File: config.mk
export PLATFORM = sky130hd
export DESIGN_NAME = fetch_pc_ctrl
export DESIGN_NICKNAME = d
export VERILOG_FILES = /design/src/rtl/fetch_pc_ctrl_pkg.sv /design/src/rtl/fetch_target_adder.sv /design/src/rtl/fetch_pc_ctrl.sv
export SDC_FILE = /design/constraint.sdc
export NUM_CORES = 1
export LEC_CHECK = 0
export CAP_MARGIN = 10
export CORE_UTILIZATION = 51
export CTS_CLUSTER_DIAMETER = 80
export DETAILED_ROUTE_END_ITERATION = 8
export GPL_TIMING_DRIVEN = 0
export HOLD_SLACK_MARGIN = 0.05
export PLACE_DENSITY = 0.82
export SLEW_MARGIN = 0
export SYNTH_ARGS = -nofsm -noshare
export SYNTH_HDL_FRONTEND = slang
export SYNTH_HIERARCHICAL = 1
export SYNTH_SLANG_ARGS = --single-unit
File: constraint.sdc
create_clock -name clk -period 4.8 [get_ports clk]
set_input_delay 0.96 -clock clk [delete_from_list [all_inputs] [get_ports clk]]
set_output_delay 0.96 -clock clk [all_outputs]
set_load 0.05 [all_outputs]
File: src/rtl/fetch_pc_ctrl_pkg.sv
// Shared types and constants for the fetch-stage PC controller.
// The optional FETCH_ALIGN_CHK_EN build adds the align_err output to the top.
package fetch_pc_ctrl_pkg;

    localparam int WORD_W = 16;

    localparam logic [WORD_W-1:0] RESET_PC_DEF  = 16'h0000;
    localparam logic [WORD_W-1:0] NOP_INSTR_DEF = 16'h0800;

    typedef enum logic [2:0] {
        RUN      = 3'd0,
        WAIT_MEM = 3'd1,
        DRAIN    = 3'd2,
        HOLD     = 3'd3,
        HALTED   = 3'd4
    } fetch_state_t;

endpackage

File: src/rtl/fetch_target_adder.sv
// Redirect target and sequential PC computation; both sums wrap modulo 2^16.
module fetch_target_adder
    import fetch_pc_ctrl_pkg::*;
(
    input  logic              jumprsel,
    input  logic [WORD_W-1:0] id_pc2,
    input  logic [WORD_W-1:0] id_rs,
    input  logic [WORD_W-1:0] id_imm,
    input  logic [WORD_W-1:0] pc,
    output logic [WORD_W-1:0] target,
    output logic [WORD_W-1:0] pc_plus2
);

    logic [WORD_W-1:0] base;

    assign base     = jumprsel ? id_rs : id_pc2;
    assign target   = base + id_imm;
    assign pc_plus2 = pc + WORD_W'(2);

endmodule

File: src/rtl/fetch_pc_ctrl.sv
// Fetch-stage control: PC, instruction-memory handshake and IF/ID register.
// Define FETCH_ALIGN_CHK_EN to add the sticky align_err output for odd redirect targets.
module fetch_pc_ctrl
    import fetch_pc_ctrl_pkg::*;
#(
    parameter logic [WORD_W-1:0] RESET_PC  = RESET_PC_DEF,
    parameter logic [WORD_W-1:0] NOP_INSTR = NOP_INSTR_DEF
) (
    input  logic              clk,
    input  logic              rst_n,
    input  logic              brjsel,
    input  logic              jumprsel,
    input  logic [WORD_W-1:0] id_pc2,
    input  logic [WORD_W-1:0] id_rs,
    input  logic [WORD_W-1:0] id_imm,
    input  logic              id_halt,
    input  logic              stall,
    input  logic [WORD_W-1:0] imem_rdata,
    input  logic              imem_ready,
    output logic              imem_en,
    output logic [WORD_W-1:0] imem_addr,
    output logic [WORD_W-1:0] if_instr,
    output logic [WORD_W-1:0] if_pc2,
    output logic              if_valid,
`ifdef FETCH_ALIGN_CHK_EN
    output logic              align_err,
`endif
    output logic              halted
);

    fetch_state_t      state, state_n;
    logic [WORD_W-1:0] pc, pc_n, redir_pc, redir_n;
    logic [WORD_W-1:0] instr_q, instr_n, pc2_q, pc2_n, hbuf, hbuf_n;
    logic [WORD_W-1:0] tgt_raw, tgt, pc_plus2, drain_dst;
    logic              vld, vld_n;
`ifdef FETCH_ALIGN_CHK_EN
    logic              aerr, aerr_n;
`endif

    fetch_target_adder u_adder (
        .jumprsel (jumprsel),
        .id_pc2   (id_pc2),
        .id_rs    (id_rs),
        .id_imm   (id_imm),
        .pc       (pc),
        .target   (tgt_raw),
        .pc_plus2 (pc_plus2)
    );

`ifdef FETCH_ALIGN_CHK_EN
    assign tgt = tgt_raw;
`else
    assign tgt = tgt_raw & 16'hFFFE;
`endif

    // A redirect arriving while draining replaces the pending target.
    assign drain_dst = brjsel ? tgt : redir_pc;

    always_comb begin
        state_n = state;
        pc_n    = pc;
        redir_n = redir_pc;
        instr_n = instr_q;
        pc2_n   = pc2_q;
        hbuf_n  = hbuf;
        vld_n   = vld;
        imem_en = 1'b0;
`ifdef FETCH_ALIGN_CHK_EN
        aerr_n  = aerr;
`endif
        case (state)
            RUN: begin
                imem_en = !stall;
                if (brjsel) begin
                    pc_n  = tgt;
                    vld_n = 1'b0;
                end else if (id_halt) begin
                    state_n = HALTED;
                    vld_n   = 1'b0;
                end else if (!stall) begin
                    if (imem_ready) begin
                        instr_n = imem_rdata;
                        pc2_n   = pc_plus2;
                        vld_n   = 1'b1;
                        pc_n    = pc_plus2;
                    end else begin
                        state_n = WAIT_MEM;
                        vld_n   = 1'b0;
                    end
                end
            end
            WAIT_MEM: begin
                imem_en = 1'b1;
                if (brjsel) begin
                    vld_n   = 1'b0;
                    redir_n = tgt;
                    if (imem_ready) begin
                        pc_n    = tgt;
                        state_n = RUN;
                    end else begin
                        state_n = DRAIN;
                    end
                end else if (id_halt) begin
                    state_n = HALTED;
                    vld_n   = 1'b0;
                end else if (imem_ready) begin
                    if (!stall) begin
                        instr_n = imem_rdata;
                        pc2_n   = pc_plus2;
                        vld_n   = 1'b1;
                        pc_n    = pc_plus2;
                        state_n = RUN;
                    end else begin
                        hbuf_n  = imem_rdata;
                        state_n = HOLD;
                    end
                end
            end
            DRAIN: begin
                imem_en = 1'b1;
                vld_n   = 1'b0;
                redir_n = drain_dst;
                if (imem_ready) begin
                    pc_n    = drain_dst;
                    state_n = RUN;
                end
            end
            HOLD: begin
                if (brjsel) begin
                    pc_n    = tgt;
                    vld_n   = 1'b0;
                    state_n = RUN;
                end else if (id_halt) begin
                    state_n = HALTED;
                    vld_n   = 1'b0;
                end else if (!stall) begin
                    instr_n = hbuf;
                    pc2_n   = pc_plus2;
                    vld_n   = 1'b1;
                    pc_n    = pc_plus2;
                    state_n = RUN;
                end
            end
            HALTED:  vld_n = 1'b0;
            default: state_n = RUN;
        endcase
`ifdef FETCH_ALIGN_CHK_EN
        // An odd target never gets fetched: stop the core and flag it.
        if (brjsel && tgt_raw[0] && state != HALTED) begin
            state_n = HALTED;
            pc_n    = pc;
            vld_n   = 1'b0;
            aerr_n  = 1'b1;
        end
`endif
    end

    always_ff @(posedge clk) begin
        if (!rst_n) begin
            state    <= RUN;
            pc       <= RESET_PC;
            redir_pc <= '0;
            instr_q  <= NOP_INSTR;
            pc2_q    <= '0;
            hbuf     <= '0;
            vld      <= 1'b0;
`ifdef FETCH_ALIGN_CHK_EN
            aerr     <= 1'b0;
`endif
        end else begin
            state    <= state_n;
            pc       <= pc_n;
            redir_pc <= redir_n;
            instr_q  <= instr_n;
            pc2_q    <= pc2_n;
            hbuf     <= hbuf_n;
            vld      <= vld_n;
`ifdef FETCH_ALIGN_CHK_EN
            aerr     <= aerr_n;
`endif
        end
    end

    assign imem_addr = pc;
    assign if_instr  = vld ? instr_q : NOP_INSTR;
    assign if_pc2    = pc2_q;
    assign if_valid  = vld;
    assign halted    = (state == HALTED);
`ifdef FETCH_ALIGN_CHK_EN
    assign align_err = aerr;
`endif

endmodule

==> metrics, run 1 <==
Final Setup Violations=0; Die ar.=0.0105 mm2; Final Max Tran Viols=0; Post-Route Utilization=68.5%; area used by multi-input combinational logic=0.00320 mm2; Final Hold Vio Count=0; Core ar.=0.00977 mm2; Hold Crit Class=flip-flop to flip-flop; syn nets=672; WHS=0.433 ns; post-synth top area share=32.8%; Rel. slew slack=59.6%; Register Area=0.00168 mm2; vias in the first global route=4735; clk sink count=84; EDFF count, synth=0; status=finished clean; # DRC=0; Yosys Warn Count=6; Power Internal=1.23 mW; largest net degree at the start of global routing=16; Final ANT Viol Nets=0; Unique masters post-synth=52; Final Cycle Share=79.2%; Mapped Cells=584; dpl hpwl=10300 um; Seq/Total Area, Yosys=32.8%; clock-pin slew on the worst setup and hold paths=0.09 ns; I/O Pins=122; Pleak=2.72 nW; drt wl/cell=15.7 um; setup TNS=0 ns; Max Buffers Root-to-Sink=2; fmax=263 MHz; die height=102 um; global-route wire length before repair=21700 um; # hold bufs at CTS=0; ant diodes=0; 1st-iter DRT viols=185; Worst-Skew Late Latency=0.38 ns; CP endpoint kind=flip-flop; synth-to-layout area growth=30.6%; Max Clock Skew=0.0132 ns; global route overflow=0; Pre-antenna DRT Iters=4; post-CTS sizing=0; Worst Max-Slew Pin Slew=0.597 ns; via/cell ratio=5.57; max-cap violations=0; Yosys top cell by area=dfxtp_1; layout cells sized above 1=8.22%; top cells by area, synth=dfxtp_1 33%, mux2i_1 13%, nand2_1 6.2%, ha_1 3.9%, nor2b_1 3.9%; switching share of total power=31.3%; Routed WL=13300 um; crit path DAT=4.10 ns; setup bufs post-CTS=0; Inst Count DP=835; CTS buffer count=9; Clock power frac=32.0%; P per Cell Area=267 mW/mm2; Root Buffer=clkbuf_8; initial antenna violation count=0; # fillers=787; sequential share of power=42.0%; Post-Syn Area=0.00512 mm2; Max VDD drop=0.139 mV; net switching power figure=0.559 mW; Crit Path Class=primary input to flip-flop; nature of the critical path startpoint=primary input; Die W=102 um; CTS tree=yes; IO Port Bufs=118; GRT Util Overall=26.7%; Final nets=801; Comb power frac=26.0%; total number of vias=4736; mean post-synth cell area=8.77 um2; worst-path maximum fanout=10; htree depth=3; FFs w/ async S/R, synth=0%; flops & latches, synth=84; final cell count without fillers=851; Crit path required time=5.10 ns; # rows=36; RSZ-0062 raised after global routing=false; RD Place Congestion=0.954; initial core utilization=52.4%; Synth Flop Type=dfxtp_1; fin crit period=3.80 ns
-- worst paths after layout --
| path | from | depth (start not counted) | endpoint | slack, ns |
|---|---|---|---|---|
| max | jumprsel | 14 | imem_addr[14] | 1.0 |
| min | redir_pc[0] | 2 | redir_pc[0] | 0.43 |
| max reg2reg | imem_addr[1] | 9 | imem_addr[15] | 2.60 |
| min reg2reg | redir_pc[0] | 2 | redir_pc[0] | 0.43 |
-- per-layer routing --
layer  global-route usage, %  part of all wire [%]  vias to the layer above
met5                       0                     0                        -
met4                    13.6                   2.3                        0
met2                    48.1                    51                      180
met1                    30.4                    41                     2234
met3                    4.31                   5.4                       27
li1                        -                     -                     2295
-- synthesized netlist by cell type (all sizes together), types with 4 or more instances --
master	n
mux2	15
nand2	85
clkbuf	23
and3	6
nand2b	4
a211o	17
o211a	15
and2	18
ha	16
nor2b	32
mux2i	65
a21boi	17
nand3	12
inv	8
a21o	4
nor2	23
nor3	20
o211ai	5
buf	19
a21oi	15
dfxtp	84
xnor2	19
nor3b	4
o21ai	23
xor2	9
-- cells in the final DEF, fill, tap and decap left out, drive strengths merged, types with 2 or more instances in the layout --
master         netlist  routed
a21boi              17      17
ha                  16      16
clkbuf              23      32
mux2i               65      65
and3                 6       6
o21bai               2       2
nor3                20      20
o21a                 3       3
buf                 19      19
clkdlybuf4s50        0     118
nor2                23      23
nand4                2       2
o21ai               23      23
xor2                 9       9
o211ai               5       5
nor3b                4       4
inv                  8       9
xnor2               19      19
nand2b               4       4
a211o               17      17
o211a               15      15
a211oi               3       3
dfxtp               84      84
o22ai                2       2
bufinv               0       2
nor2b               32      32
nand3               12      12
clkinv               0       3
nand2               85      85
a21o                 4       4
a21oi               15      15
mux2                15      15
and2                18      18
-- kinds of logic (layout without fill, tap and decap cells) --
family	after synthesis	count (layout)	synth area share, %
buffers and inverters	50	184	4.81
DFF	84	84	32.8
muxes	80	80	16.0
xor gates and xnor gates	28	28	4.79
AOI/OAI and AO/OA	113	113	16.6
adders and majority gates	17	17	4.30
and+or+nand+nor	212	212	20.7
-- critical path: stages --
cell and delay [ns]:
clkbuf_1 0.29, buf_2 0.32, mux2_2 0.19, ha_1 0.17
inv_1 0.06, fa_1 0.40, and2b_1 0.25, o2111ai_2 0.17
a2111oi_2 0.45, nor3_1 0.11, xnor2_1 0.22, o21ai_0 0.11
a211o_1 0.29, mux2i_1 0.12
-- registers in the layout, summed over array words and instances, names as in the netlist --
name and cells:
hbuf 16, if_pc2 16, imem_addr 16, instr_q 16
redir_pc 16, state 3, if_valid 1
-- power groups by stage --
| stage | Combinational [mW] | Clock [mW] | Sequential, mW |
|---|---|---|---|
| after floorplan | 0.252 | 0 | 0.815 |
| after global placement | 0.451 | 0 | 0.764 |
| after detailed placement | 0.461 | 0 | 0.765 |
| after CTS | 0.464 | 0.572 | 0.749 |
| after global routing | 0.505 | 0.596 | 0.753 |
| final | 0.465 | 0.572 | 0.749 |
-- final cells by class --
class,instances,area share [%]
Timing Repair Buffer,118,17.6
Buffer,42,3.23
Clock inverter,7,1.48
Inverter,8,0.449
Multi-Input combinational cell,450,47.7
Tap cell,133,2.49
Clock buffer,9,1.85
Sequential cell,84,25.1
-- metrics by stage --
step | power, mW | area, um2 | setup slack, ns
after floorplan | 1.07 | 5120 | 1.07
after global placement | 1.21 | 6470 | 0.706
after detailed placement | 1.23 | 6470 | 0.593
after CTS | 1.78 | 6690 | 0.978
after global routing | 1.85 | 6690 | 0.677
final | 1.79 | 6690 | 0.999
No activity file was read; power rests on OpenSTA's default activity.
==> run 2: changes to the inputs <==
Clock period 4.8 ns to 3.52 ns, I/O delays scaled along.
==> metrics, run 2 (synthesis gave the netlist of run 1 again) <==
worst reg2reg path startpoint=imem_addr[1]; setup TNS=0 ns (unchanged); final instance area=0.00671 mm2 (+0.24%); clock-pin slew on the worst setup and hold paths=0.09 ns (about the same); crit path DAT=3.62 ns (-0.48 ns); Final nets=801 (unchanged); worst-path maximum fanout=10 (unchanged); Hold Crit Class=flip-flop to flip-flop; GRT Util Overall=26.7% (+0.029 points); layout cells sized above 1=8.36% (+0.14 points); status=finished clean; Final Max Tran Viols=0 (unchanged); Core ar.=0.00977 mm2 (unchanged); commonest cells after routing, fill and taps aside=118 x clkdlybuf4s50_1, 85 x nand2_1, 84 x dfxtp_1; RSZ-0062 raised after global routing=true; vias in the first global route=4743 (+0.17%); CP endpoint kind=flip-flop; Pre-antenna DRT Iters=4 (unchanged); Final Setup Violations=0 (unchanged); Rel. slew slack=59.7% (+0.096 points); Worst Max-Slew Pin Slew=0.596 ns (-0.00142 ns); Max Buffers Root-to-Sink=2 (unchanged); # hold bufs at CTS=0 (unchanged); dpl hpwl=10300 um (unchanged); placed inst area=0.00647 mm2 (unchanged); Setup crit end=imem_addr[14]; via/cell ratio=5.53 (-0.65%); global route overflow=0 (unchanged); ant diodes=0 (unchanged); RD Place Congestion=0.954 (unchanged); Max VDD drop=0.189 mV (+36%); Final Hold Vio Count=0 (unchanged); Final ANT Viol Nets=0 (unchanged); post-route worst setup slack=0.203 ns (-0.797 ns); I/O Pins=122 (unchanged); Die ar.=0.0105 mm2 (unchanged); pre-CTS setup slack=-0.431 ns (-1.02 ns); P per Cell Area=363 mW/mm2 (+36%); CP Launch Point=jumprsel; Routed WL=13400 um (+0.39%); clk sink count=84 (unchanged); Max Clock Skew=0.0132 ns (-0.0000139 ns); die height=102 um (unchanged); largest net degree at the start of global routing=16 (unchanged); commonest non-fill, non-tap cell in the layout=clkdlybuf4s50_1; fin crit period=3.32 ns; nature of the critical path startpoint=primary input; fmax=301 MHz; # DRC=0 (unchanged); Reg2Reg Depth=9 (unchanged); total power=2.43 mW (+36%); synth-to-layout area growth=31.0%; Worst-Skew Late Latency=0.37 ns (about the same); Die W=102 um (unchanged); max-cap violations=0 (unchanged); 1st-iter DRT viols=186 (+0.54%); total number of vias=4705 (-0.65%); min-delay src=redir_pc[0]; # rows=36 (unchanged); Root Buffer=clkbuf_8; Final Cycle Share=94.2%; Crit Path Class=primary input to flip-flop; flop2flop setup slack=1.30 ns (-1.30 ns); htree depth=3 (unchanged); global-route wire length before repair=21700 um (+0.12%); initial core utilization=52.4% (unchanged); setup bufs post-CTS=0 (unchanged); CTS tree=yes; drt wl/cell=15.7 um (+0.39%); Pleak=2.73 nW (+0.14%); initial antenna violation count=0 (unchanged); CTS buffer count=9 (unchanged); Crit path required time=3.82 ns (-1.28 ns); IO Port Bufs=118 (unchanged); r2r endpoint=imem_addr[15]
## run 2: critical path, stage by stage
cell	delay, ns
clkbuf_2	0.16
buf_4	0.21
mux2_2	0.23
ha_1	0.17
inv_1	0.06
fa_1	0.40
and2b_1	0.25
o2111ai_2	0.20
a2111oi_4	0.41
nor3_1	0.10
xnor2_1	0.22
o21ai_0	0.11
a211o_1	0.29
mux2i_1	0.12
## run 2: what timing repair did
action / 4_1_cts / 5_1_grt
resized for setup: 1 / 3
setup endpoints to repair: 1 / 5
hold endpoints to repair: 0 / 0
## run 2: worst min-delay path by stage
stage / slack (ns) / cells past startpoint / end
5_1_grt: 0.47 / 2 / redir_pc[0]
4_1_cts: 0.43 / 2 / redir_pc[0]
3_5_place_dp: 0.42 / 2 / redir_pc[0]
3_3_place_gp: 0.41 / 2 / redir_pc[0]
6_report: 0.43 / 2 / redir_pc[0]
2_1_floorplan: 0.41 / 2 / redir_pc[0]
## run 2: stage by stage
stage	std cells	hold slack (ns)	util, %
after floorplan	584	0.406	-
after global placement	835	0.413	66.2
after detailed placement	835	0.416	66.2
after CTS	851	0.429	68.5
after global routing	851	0.467	68.7
final	851	0.433	68.7
## run 2: metal layers
metal,part of all wire (%),vias to the layer above,GRT usage [%],routed length [um]
met5,0,-,0,0
met4,2.5,0,13.6,335
met3,4.3,29,4.31,571
met2,51,146,48.2,6780
met1,43,2234,30.4,5690
li1,-,2296,-,-
## run 2: layout make-up
| type | instances | area [um2] |
|---|---|---|
| Multi-Input combinational cell | 450 | 3210 |
| Fill cell | 787 | 3060 |
| Sequential cell | 84 | 1680 |
| Timing Repair Buffer | 118 | 1180 |
| Buffer | 42 | 220 |
| Tap cell | 133 | 166 |
| Clock buffer | 9 | 124 |
| Clock inverter | 7 | 98.8 |
| Inverter | 8 | 30.0 |
## run 2: power breakdown
part | internal [mW] | switching (mW) | total (mW)
sequential | 0.984 | 0.0382 | 1.02
clock | 0.403 | 0.372 | 0.775
combinational | 0.287 | 0.350 | 0.637
total | 1.67 | 0.760 | 2.43
==> edit: new RTL, flow settings as in run 2 <==
Add a define of `FETCH_ALIGN_CHK_EN`.
--- a/src/rtl/fetch_pc_ctrl.sv
+++ b/src/rtl/fetch_pc_ctrl.sv
@@ -1,5 +1,7 @@
 // Fetch-stage control: PC, instruction-memory handshake and IF/ID register.
 // Define FETCH_ALIGN_CHK_EN to add the sticky align_err output for odd redirect targets.
+`define FETCH_ALIGN_CHK_EN
+
 module fetch_pc_ctrl
     import fetch_pc_ctrl_pkg::*;
 #(
Function (old outputs only; new: align_err): changed (a bounded check fails within 4 cycles, from zero or initial values and one cycle with rst_n low).
==> edit against run 2 <==
Sequential cell count is 1 higher. Setup slack gained 0.028 ns. Total power up 3.8%. Area after synthesis up 2.8%. Design area increased by 2.5%. Wire length shrank 1.4%. Critical path depth down 1. Fmax grew 0.86%. Largest cell class unchanged.
==> edit: results (changes against run 2) <==
worst reg-to-reg setup slack 1.32 ns (+0.02 ns); Post-synth top cells dfxtp_1 (85), nand2_1 (81), mux2i_1 (67); placed cell count 844 (+1.1%); gr usage total 24.8% (-2.0 points); DR vias 4732 (+0.57%); largest net degree at the start of global routing 15 (-1); GRT met1 Usage 31.3% (+0.89 points); wl on met1 6.06 mm (+6.5%); Setup crit start jumprsel; proportion of synthesized area in mux cells 19.4% (+3.4 points); final wirelength 13.2 mm (-1.4%); Synth area leaders dfxtp_1 (32%), mux2i_1 (13%), mux2_2 (6.6%), nand2_1 (5.8%), nor2b_1 (4.4%); placed cell areas 6630 µm² (+2.4%); clock buffers 11 (+2); first-pass GRT wire length 21.8 mm (+0.51%); worst slack, placed -0.492 ns (-0.0611 ns); status finished clean; buffering overhead 20.2% (-0.66 points); Setup Skew 0.0125 ns (-0.000646 ns); ys async rst share 0% (unchanged); critical path's largest stage delay 0.36 ns (-0.05 ns); sequential share of the synthesized area 32.3% (-0.52 points); metal3 WL 542 µm (-5.1%); Synth Area in Adders 4.18% (-0.12 points); Synth Area in Compound Gates 15.2% (-1.4 points); f_max 0.304 GHz (+0.86%); leakage 0.00283 µW (+3.7%); hold slack final 0.464 ns (+0.0308 ns); #MultiIn Comb 455 (+1.1%); routed wl met2 6.37 mm (-6.1%); I/O Buffers 119 (+0.85%); invs w/o clock 11 (+3); Clock-cell share 3.40% (+0.082 points); worst hold path endpoint if_pc2[11]; register area 1700 µm² (+1.2%); nets 810 (+1.1%); Critical Path RT 3.81 ns (about the same); routability cong. 0.829 (-13%); GR Util met3 3.52% (-0.78 points); Core Area 9910 µm² (+1.4%); Yosys cell types 50 (-3.8%); DRT Pass-1 Iters 5 (+1); VDD IR max 227 µV (+20%); min-delay src if_pc2[11]; met2 Use GR 42.7% (-5.5 points); DR iter-0 viols 320 (+72%); post-synthesis net count 680 (+1.2%); share of layout cells above drive strength 1 10.6% (+2.2 points); Post-Syn Area per Cell 8.90 µm² (+1.4%); vias in the first global route 4571 (-3.6%); register bit total from synthesis 85 (+1.2%); multi-input logic portion of the cell area 48.6% (+0.82 points); wire per inst 15.3 µm (-2.4%); XOR/XNOR share of the synthesized area 4.16% (-0.63 points); Worst-Margin Slew 0.722 ns (+0.126 ns)
## edit: report_power, final
| group | switching [µW] | leakage [µW] | internal, µW | total (µW) |
|---|---|---|---|---|
| registers | 40.5 | 0.000689 | 995 | 1040 |
| clock network | 348 | 0.000120 | 440 | 788 |
| logic | 378 | 0.00202 | 326 | 704 |
| total | 766 | 0.00283 | 1760 | 2530 |
## edit: repair_timing
| action | in CTS | in global routing |
|---|---|---|
| setup endpoints to repair | 1 | 10 |
| resized for setup | 1 | 5 |
| endpoints found under the hold margin | 0 | 0 |
## edit: cell families after synthesis
kind of cell               after synthesis
and+or+nand+nor                        211
AOI/OAI and AO/OA                      104
muxes                                   98
DFF                                     85
buffers and inverters                   52
xor gates and xnor gates                25
adders and majority gates               17
## edit: worst register-to-register path: stages, from the launching register on
cell and delay [ns]:
dfxtp_1 0.45, ha_1 0.25, nand2_1 0.07, nor2_1 0.29, nand2_1 0.16, nor3_1 0.19, xor2_1 0.14, mux2_2 0.28
o211ai_1 0.18, mux2i_1 0.10
